===== config.mk =====
export PLATFORM = sky130hd
export DESIGN_NAME = bch_enc_ser
export DESIGN_NICKNAME = d
export VERILOG_FILES = /design/src/rtl/bch_enc_ser.sv
export SDC_FILE = /design/constraint.sdc
export NUM_CORES = 1
export LEC_CHECK = 0
export ABC_AREA = 1
export CAP_MARGIN = 20
export CORE_MARGIN = 8
export CORE_UTILIZATION = 49
export DETAILED_ROUTE_END_ITERATION = 16
export GPL_ROUTABILITY_DRIVEN = 0
export PLACE_DENSITY = 0.73
export SYNTH_ARGS = -nofsm -noshare
export SYNTH_HDL_FRONTEND = slang
export SYNTH_SLANG_ARGS = --single-unit

===== constraint.sdc =====
create_clock -name iclk -period 1.5 [get_ports iclk]
set_clock_uncertainty 0.15 [all_clocks]
set_input_delay 0.3 -clock iclk [delete_from_list [all_inputs] [get_ports iclk]]
set_output_delay 0.3 -clock iclk [all_outputs]
set_load 0.01 [all_outputs]

===== src/rtl/bch_enc_ser.sv =====
// Bit-serial systematic BCH encoder: forwards information bits MSB first and
// appends r = deg g(x) parity bits produced by LFSR division by g(x).
module bch_enc_ser #(
  parameter int m      = 4,
  parameter int k_max  = 5,
  parameter int d      = 7,
  parameter int n      = 15,
  parameter int irrpol = 19
) (
  input  logic iclk,
  input  logic ireset,
  input  logic iclkena,
  input  logic isop,
  input  logic ival,
  input  logic ieop,
  input  logic idat,
  output logic ordy,
  output logic osop,
  output logic oval,
  output logic oeop,
  output logic odat,
  output logic oerr
);

  localparam int unsigned MAXN = 256;

  function automatic logic [7:0] gf_mul(input logic [7:0] a, input logic [7:0] b);
    logic [8:0] sh;
    logic [7:0] p;
    sh = {1'b0, a};
    p  = '0;
    for (int unsigned i = 0; i < m; i++) begin
      if (b[3'(i)]) p = p ^ sh[7:0];
      sh = sh << 1;
      if (sh[4'(m)]) sh = sh ^ 9'(irrpol);
    end
    return p;
  endfunction

  // Exponents e whose alpha^e is a root of g: union of the cyclotomic
  // cosets of 1 .. d-1.
  function automatic logic [MAXN-1:0] calc_roots();
    logic [MAXN-1:0] rs;
    int unsigned     e;
    rs = '0;
    for (int unsigned i = 1; i < d; i++) begin
      e = i % n;
      for (int unsigned j = 0; j < m; j++) begin
        rs[8'(e)] = 1'b1;
        e = (2 * e) % n;
      end
    end
    return rs;
  endfunction

  localparam logic [MAXN-1:0] ROOTS = calc_roots();
  localparam int              R     = $countones(ROOTS);

  // g(x) = product of (x + alpha^e) over the root set; the coefficients are
  // carried in GF(2^m) and collapse to 0/1 once every coset is multiplied in.
  function automatic logic [MAXN-1:0] calc_g();
    logic [8*MAXN-1:0] c;
    logic [MAXN-1:0]   gv;
    logic [7:0]        a;
    logic [7:0]        lo;
    logic [7:0]        cur;
    int unsigned       deg;
    c      = '0;
    c[7:0] = 8'd1;
    deg    = 0;
    a      = 8'd1;
    for (int unsigned e = 0; e < n; e++) begin
      if (ROOTS[8'(e)]) begin
        lo = '0;
        for (int unsigned j = 0; j <= deg + 1; j++) begin
          cur = c[11'(8 * j) +: 8];
          c[11'(8 * j) +: 8] = lo ^ gf_mul(cur, a);
          lo = cur;
        end
        deg++;
      end
      a = gf_mul(a, 8'd2);
    end
    gv = '0;
    for (int unsigned j = 0; j <= n; j++) gv[8'(j)] = c[11'(8 * j)];
    return gv;
  endfunction

  localparam logic [MAXN-1:0] G_FULL = calc_g();
  localparam logic [R-1:0]    G      = G_FULL[R-1:0];
  localparam int              CW     = $clog2(k_max + 1);
  localparam int              PW     = $clog2(R + 1);

  typedef enum logic [1:0] {IDLE, DATA, PARITY} state_t;

  state_t        state, state_nxt;
  logic [R-1:0]  lfsr, lfsr_nxt, lfsr_base;
  logic [CW-1:0] cnt, cnt_nxt, cnt_base;
  logic [PW-1:0] pcnt, pcnt_nxt;
  logic          osop_nxt, oval_nxt, oeop_nxt, odat_nxt, oerr_nxt;
  logic          acc, fb;

  assign ordy = (state != PARITY);
  assign acc  = iclkena & ival & ordy;

  always_comb begin
    state_nxt = state;
    lfsr_nxt  = lfsr;
    cnt_nxt   = cnt;
    pcnt_nxt  = pcnt;
    osop_nxt  = 1'b0;
    oval_nxt  = 1'b0;
    oeop_nxt  = 1'b0;
    odat_nxt  = 1'b0;
    oerr_nxt  = 1'b0;
    // isop always opens a fresh frame, whether from IDLE or as a restart in DATA
    lfsr_base = isop ? '0 : lfsr;
    cnt_base  = isop ? '0 : cnt;
    fb        = idat ^ lfsr_base[R-1];
    case (state)
      IDLE, DATA: begin
        if (acc) begin
          if (isop || state == DATA) begin
            lfsr_nxt = (lfsr_base << 1) ^ (fb ? G : '0);
            cnt_nxt  = cnt_base + 1'b1;
            oval_nxt = 1'b1;
            odat_nxt = idat;
            osop_nxt = isop;
            oerr_nxt = isop && (state == DATA);
            if (ieop || cnt_base == CW'(k_max - 1)) begin
              state_nxt = PARITY;
              pcnt_nxt  = '0;
              if (!ieop) oerr_nxt = 1'b1;
            end else begin
              state_nxt = DATA;
            end
          end else begin
            oerr_nxt = 1'b1;
          end
        end
      end
      PARITY: begin
        oval_nxt = 1'b1;
        odat_nxt = lfsr[R-1];
        lfsr_nxt = lfsr << 1;
        pcnt_nxt = pcnt + 1'b1;
        if (pcnt == PW'(R - 1)) begin
          oeop_nxt  = 1'b1;
          state_nxt = IDLE;
        end
      end
      default: state_nxt = IDLE;
    endcase
  end

  always_ff @(posedge iclk) begin
    if (ireset) begin
      state <= IDLE;
      lfsr  <= '0;
      cnt   <= '0;
      pcnt  <= '0;
      osop  <= 1'b0;
      oval  <= 1'b0;
      oeop  <= 1'b0;
      odat  <= 1'b0;
      oerr  <= 1'b0;
    end else if (iclkena) begin
      state <= state_nxt;
      lfsr  <= lfsr_nxt;
      cnt   <= cnt_nxt;
      pcnt  <= pcnt_nxt;
      osop  <= osop_nxt;
      oval  <= oval_nxt;
      oeop  <= oeop_nxt;
      odat  <= odat_nxt;
      oerr  <= oerr_nxt;
    end
  end

endmodule


Word level (Yosys, flattened, before mapping)
Cells that the tools add are included.
W data, S select, Z words.
Word-level totals
  bits in registers: 24
  latch bits: 0
  bits in writable memories: 0
  memory bits (read-only): 0
  word-level logic and storage cells: 65
  memories: 0
Operators by class
  $add $sub $neg: 2
  multipliers: 0
  divide/modulo/power cells: 0
  $lt $le $gt $ge: 0
  equality and inequality tests: 9
  shift-type cells: 0
  multiplexer cells: 31
  bitwise logic cells: 4
  reductions and logical operators: 10
Operators by type and width (count)
  $mux W10: 3
  $pmux W10 S2: 1
  $mux W1: 14
  $mux W4: 3
  $reduce_and A4 Y1: 3
  $ne A2 B2 Y1 const B: 5
  $xor A10 B9 Y10: 1
  $mux W9: 1
  $mux W2: 4
  $pmux W4 S2: 1
  $reduce_and A5 Y1: 1
  $add A4 B1 Y4 const B: 1
  $eq A4 B4 Y1 const B: 1
  $pmux W1 S2: 2
  $pmux W2 S2: 1
  $add A3 B1 Y3 const B: 1
  $eq A3 B3 Y1 const B: 1
  $mux W3: 1
  $and A1 B1 Y1: 2
  $eq A2 B1 Y1 const B: 1
  $eq A2 B2 Y1 const B: 1
  $logic_not A2 Y1: 1
  $logic_or A1 B1 Y1: 2
  $reduce_bool A2 Y1: 1
  other kinds (3): 3

Depth between registers and ports, before layout
Gate-level depths: netlist of run 1.
  depth in word-level cells: 7
  mapped depth: 10

Worst setup path before layout of run 1
OpenSTA, ideal clock, no wires.
  path type: reg-to-reg
  from: register cnt[0]
  to: register pcnt[0]
  setup time: 116 ps
  arrival time: 1165 ps
  slack: 69 ps
  stages on the path, launching flop included: 11
  path through: dfxtp_1 > inv_1 > nor2_1 > inv_1 > ha_1 > nand3_1 > nand3_1 > inv_1 > nor2_1 > nor2_1 > nor2_1
On the way
  word-level cells in the longest chain between the ends: 5
Ends and longest elaborated chain
  start: declaration: line 98  | logic [CW-1:0] cnt, cnt_nxt, cnt_base;
  start signal: assignment: line 170  | cnt <= cnt_nxt;
  $mux W3: line 118  | cnt_base = isop ? '0 : cnt;
  $eq A3 B3 Y1: line 130  | if (ieop || cnt_base == CW'(k_max - 1)) begin
  $logic_or A1 B1 Y1: line 130
  $ne A2 B2 Y1 (no line)
  $reduce_and A5 Y1 (no line)
  end signal: assignment: line 171  | pcnt <= pcnt_nxt;
  end: declaration: line 99  | logic [PW-1:0] pcnt, pcnt_nxt;
Every way passes these cells.
A chain may end at the register's enable or synchronous reset.

Worst setup path in the final report of run 1
  from: input isop
  to: register pcnt[3]
On the way
  word-level cells in the longest chain between the ends: 5
  elaborated cells between the ends (all ways): 7
  classes of those cells: eq/ne (3); mux (1); reduce/logical (3)
Ends and longest elaborated chain
  start: declaration: line 13  | input logic isop,
  $mux W3: line 118
  $eq A3 B3 Y1: line 130
  $logic_or A1 B1 Y1: line 130
  $ne A2 B2 Y1 (no line)
  $reduce_and A5 Y1 (no line) (*)
Every way passes the cells marked *; elsewhere a longest branch is shown, timed or not.

==> results.cfg, run 1 <==
[run_status]
status = complete, no violations

[power]
p_leak_nw = 0.751
sw_frac_of_total_pct = 28.5
sequentialPowerShare_pct = 52.2
comb_power_share_pct = 22.0
p_per_area_nw_per_um2 = 777
p_total_mw = 1.31
p_int_mw = 0.938
power_frac_clock_pct = 25.8
ir_drop_v = 0.000548
net-switching-power_mw = 0.375

[drt]
drc_errors = 0
wl_um = 3190
dr.pass1.iters = 4
drt_iter0_drc = 78
ant_nets = 0
avgViaCountPerCell = 5.18
routedWlPerCell_um = 13.2
vias = 1254

[synth]
ys_async_sr_fraction_pct = 0
yosysTopAreaCellShare_pct = 38.3
synth_edf_count = 0
synth_cell_types = 24
ys.flop_type = dfxtp_1
synth_cells = 180
ys_seq_area_share_pct = 38.3
syn-num-nets = 191
ys_ff_latch = 24
synth_top_cell_by_area = dfxtp_1
yosys-top-cells-area = dfxtp_1 38%, nand2_1 11%, a21oi_1 8.8%
avgSynthCellArea_um2 = 6.97
netlist_area_um2 = 1250
ys_warn_count = 0

[die]
die_width_um = 66.6
io_pins = 13
dieArea_um2 = 4440
start_util_pct = 51.1
core_area_um2 = 2450
num_rows = 18
die_y_um = 66.6

[clock_network]
cts.sinks = 24
htree_levels = 1
numCtsBuffers = 3
insertion_delay_ps = 310
path_clk_slew_ps = 130
cts.path.max_buffers = 2
cts_tree = yes
cts_root_buf = clkbuf_4

[timing]
finalHoldWorstSlack_ps = 302
fmax_mhz = 681
fin_setup_tns_ps = 0
final-setup-viol-count = 0
hold_violations = 0
worst_slew_pin_slew_ps = 322
finalCritPeriodShare_pct = 97.9
fin_crit_ps = 1470
fin_ws_ps = 30.9
slew_headroom_pct = 78.5
slew_violations = 0

[grt]
grt_busiest_layer = met2
grt_pass1_vias = 1117
grt_start_max_net_pins = 15
use_met2_pct = 23.2
grt_first_pass_wirelength_um = 4610
grt_usage_pct = 12.9
gr-usage-met3_pct = 2.01
overflow = 0
use_met1_pct = 14.7
antenna_found_initial = 0

[setup_path]
cp-startpoint = isop
r2r_slack_ps = 60
r2r_end = state[1]
crit_path_end_kind = register
path_class = input port to register
critPathRequiredTime_ps = 1590
critPathMaxFanout = 4
startpoint_type = input port
r2r_cells = 7
arrival_ps = 1560
r2r-start = state[0]
crit_end = pcnt[3]

[min_path]
worstHoldPathType = input port to register
hold_start = ival

[final_layout]
antenna_cells = 0
stdcell_count = 242
nets = 224
drive_gt1_share_pct = 27.4
areaGrowthSynthToFinish_pct = 34.6

[placed_design]
post-dp-hpwl_um = 2180
port_buffers = 12
dp_cells = 236
place_ws_ps = -554

[run]
drv_cap = 0
-- how the worst min path moves through the flow --
stage            to  cells past startpoint  slack, ps
6_report       osop                      5        300
3_5_place_dp   oeop                      2        310
5_1_grt        oerr                      5        320
3_3_place_gp   oeop                      2        300
2_1_floorplan  osop                      1        220
4_1_cts        oerr                      2        320
-- sequential cells by signal, indices dropped and copies added, names as in the netlist --
name   flops
lfsr      10
pcnt       4
cnt        3
state      2
odat       1
oeop       1
oerr       1
osop       1
oval       1
-- synthesized netlist by cell type, types with 2 or more instances --
| library cell | number |
|---|---|
| a21oi_1 | 22 |
| clkbuf_1 | 2 |
| dfxtp_1 | 24 |
| ha_1 | 4 |
| inv_1 | 15 |
| inv_2 | 5 |
| nand2_1 | 36 |
| nand3_1 | 14 |
| nor2_1 | 28 |
| o21ai_0 | 16 |
-- metal layers --
metal	routed length, um	part of all wire (%)
met5	0	0
met4	60	1.9
met3	110	3.4
met2	1640	51
met1	1380	43
-- what timing repair did --
action,4_1_cts,5_1_grt
gates cloned,0,1
setup buffers,0,1
endpoints found under the setup margin,23,18
resized for setup,17,31
hold buffers,0,0
pin swaps,3,7
-- layout make-up --
class / count / area [um^2]
fill: 206 / 766
multi-input combinational: 132 / 761
sequential: 24 / 488
timing repair buffer: 32 / 287
inverter: 20 / 80.1
tap: 30 / 37.5
clock buffer: 4 / 36.3
-- stage by stage --
| stage | area (um^2) | utilization, % |
|---|---|---|
| floorplan | 1250 | - |
| global placement | 1530 | 62.4 |
| detailed placement | 1530 | 62.4 |
| CTS | 1580 | 64.5 |
| global route | 1690 | 68.8 |
| finish | 1690 | 68.8 |
-- placed cells by master (no fill, tap or decap), drive strengths merged, types with 2 or more instances in the layout --
cell type / n
dlygate4sd2: 6
nor2: 31
dlymetal6s2s: 2
o21ai: 17
buf: 20
ha: 4
clkdlybuf4s50: 3
clkbuf: 5
inv: 20
a21oi: 22
dfxtp: 24
nand2: 37
nand3: 16
-- power groups by stage --
| stage | sequential [mW] | clock [mW] | combinational (mW) |
|---|---|---|---|
| global placement | 0.696 | 0 | 0.241 |
| CTS | 0.684 | 0.348 | 0.250 |
| finish | 0.685 | 0.339 | 0.289 |
| global route | 0.689 | 0.371 | 0.312 |
| detailed placement | 0.698 | 0 | 0.247 |
| floorplan | 0.698 | 0 | 0.139 |
-- worst max-delay path: stages --
cell	delay (ps)
dlygate4sd2_1	310
inv_2	90
nand2_1	120
ha_4	150
nand3_4	80
nand3_4	110
inv_4	50
nor2_4	140
nand2_1	60
a21oi_1	140
-- cells by family (layout without fill, tap and decap cells) --
family	Yosys count	count (layout)	share of synthesized area (%)
compound gates	41	41	16.8
buf+inv	25	56	8.77
simple gates	84	85	30.8
flops	24	24	38.3
xor+xnor	2	2	1.40
fa+ha+maj	4	4	3.99
Power figures use the tool's default switching activity.
==> run 2, diff against run 1 <==
Settings changed: SLEW_MARGIN set to 0.
==> results of run 2 <==
Same layout as run 1: the final DEF is identical, and so are final timing and power.
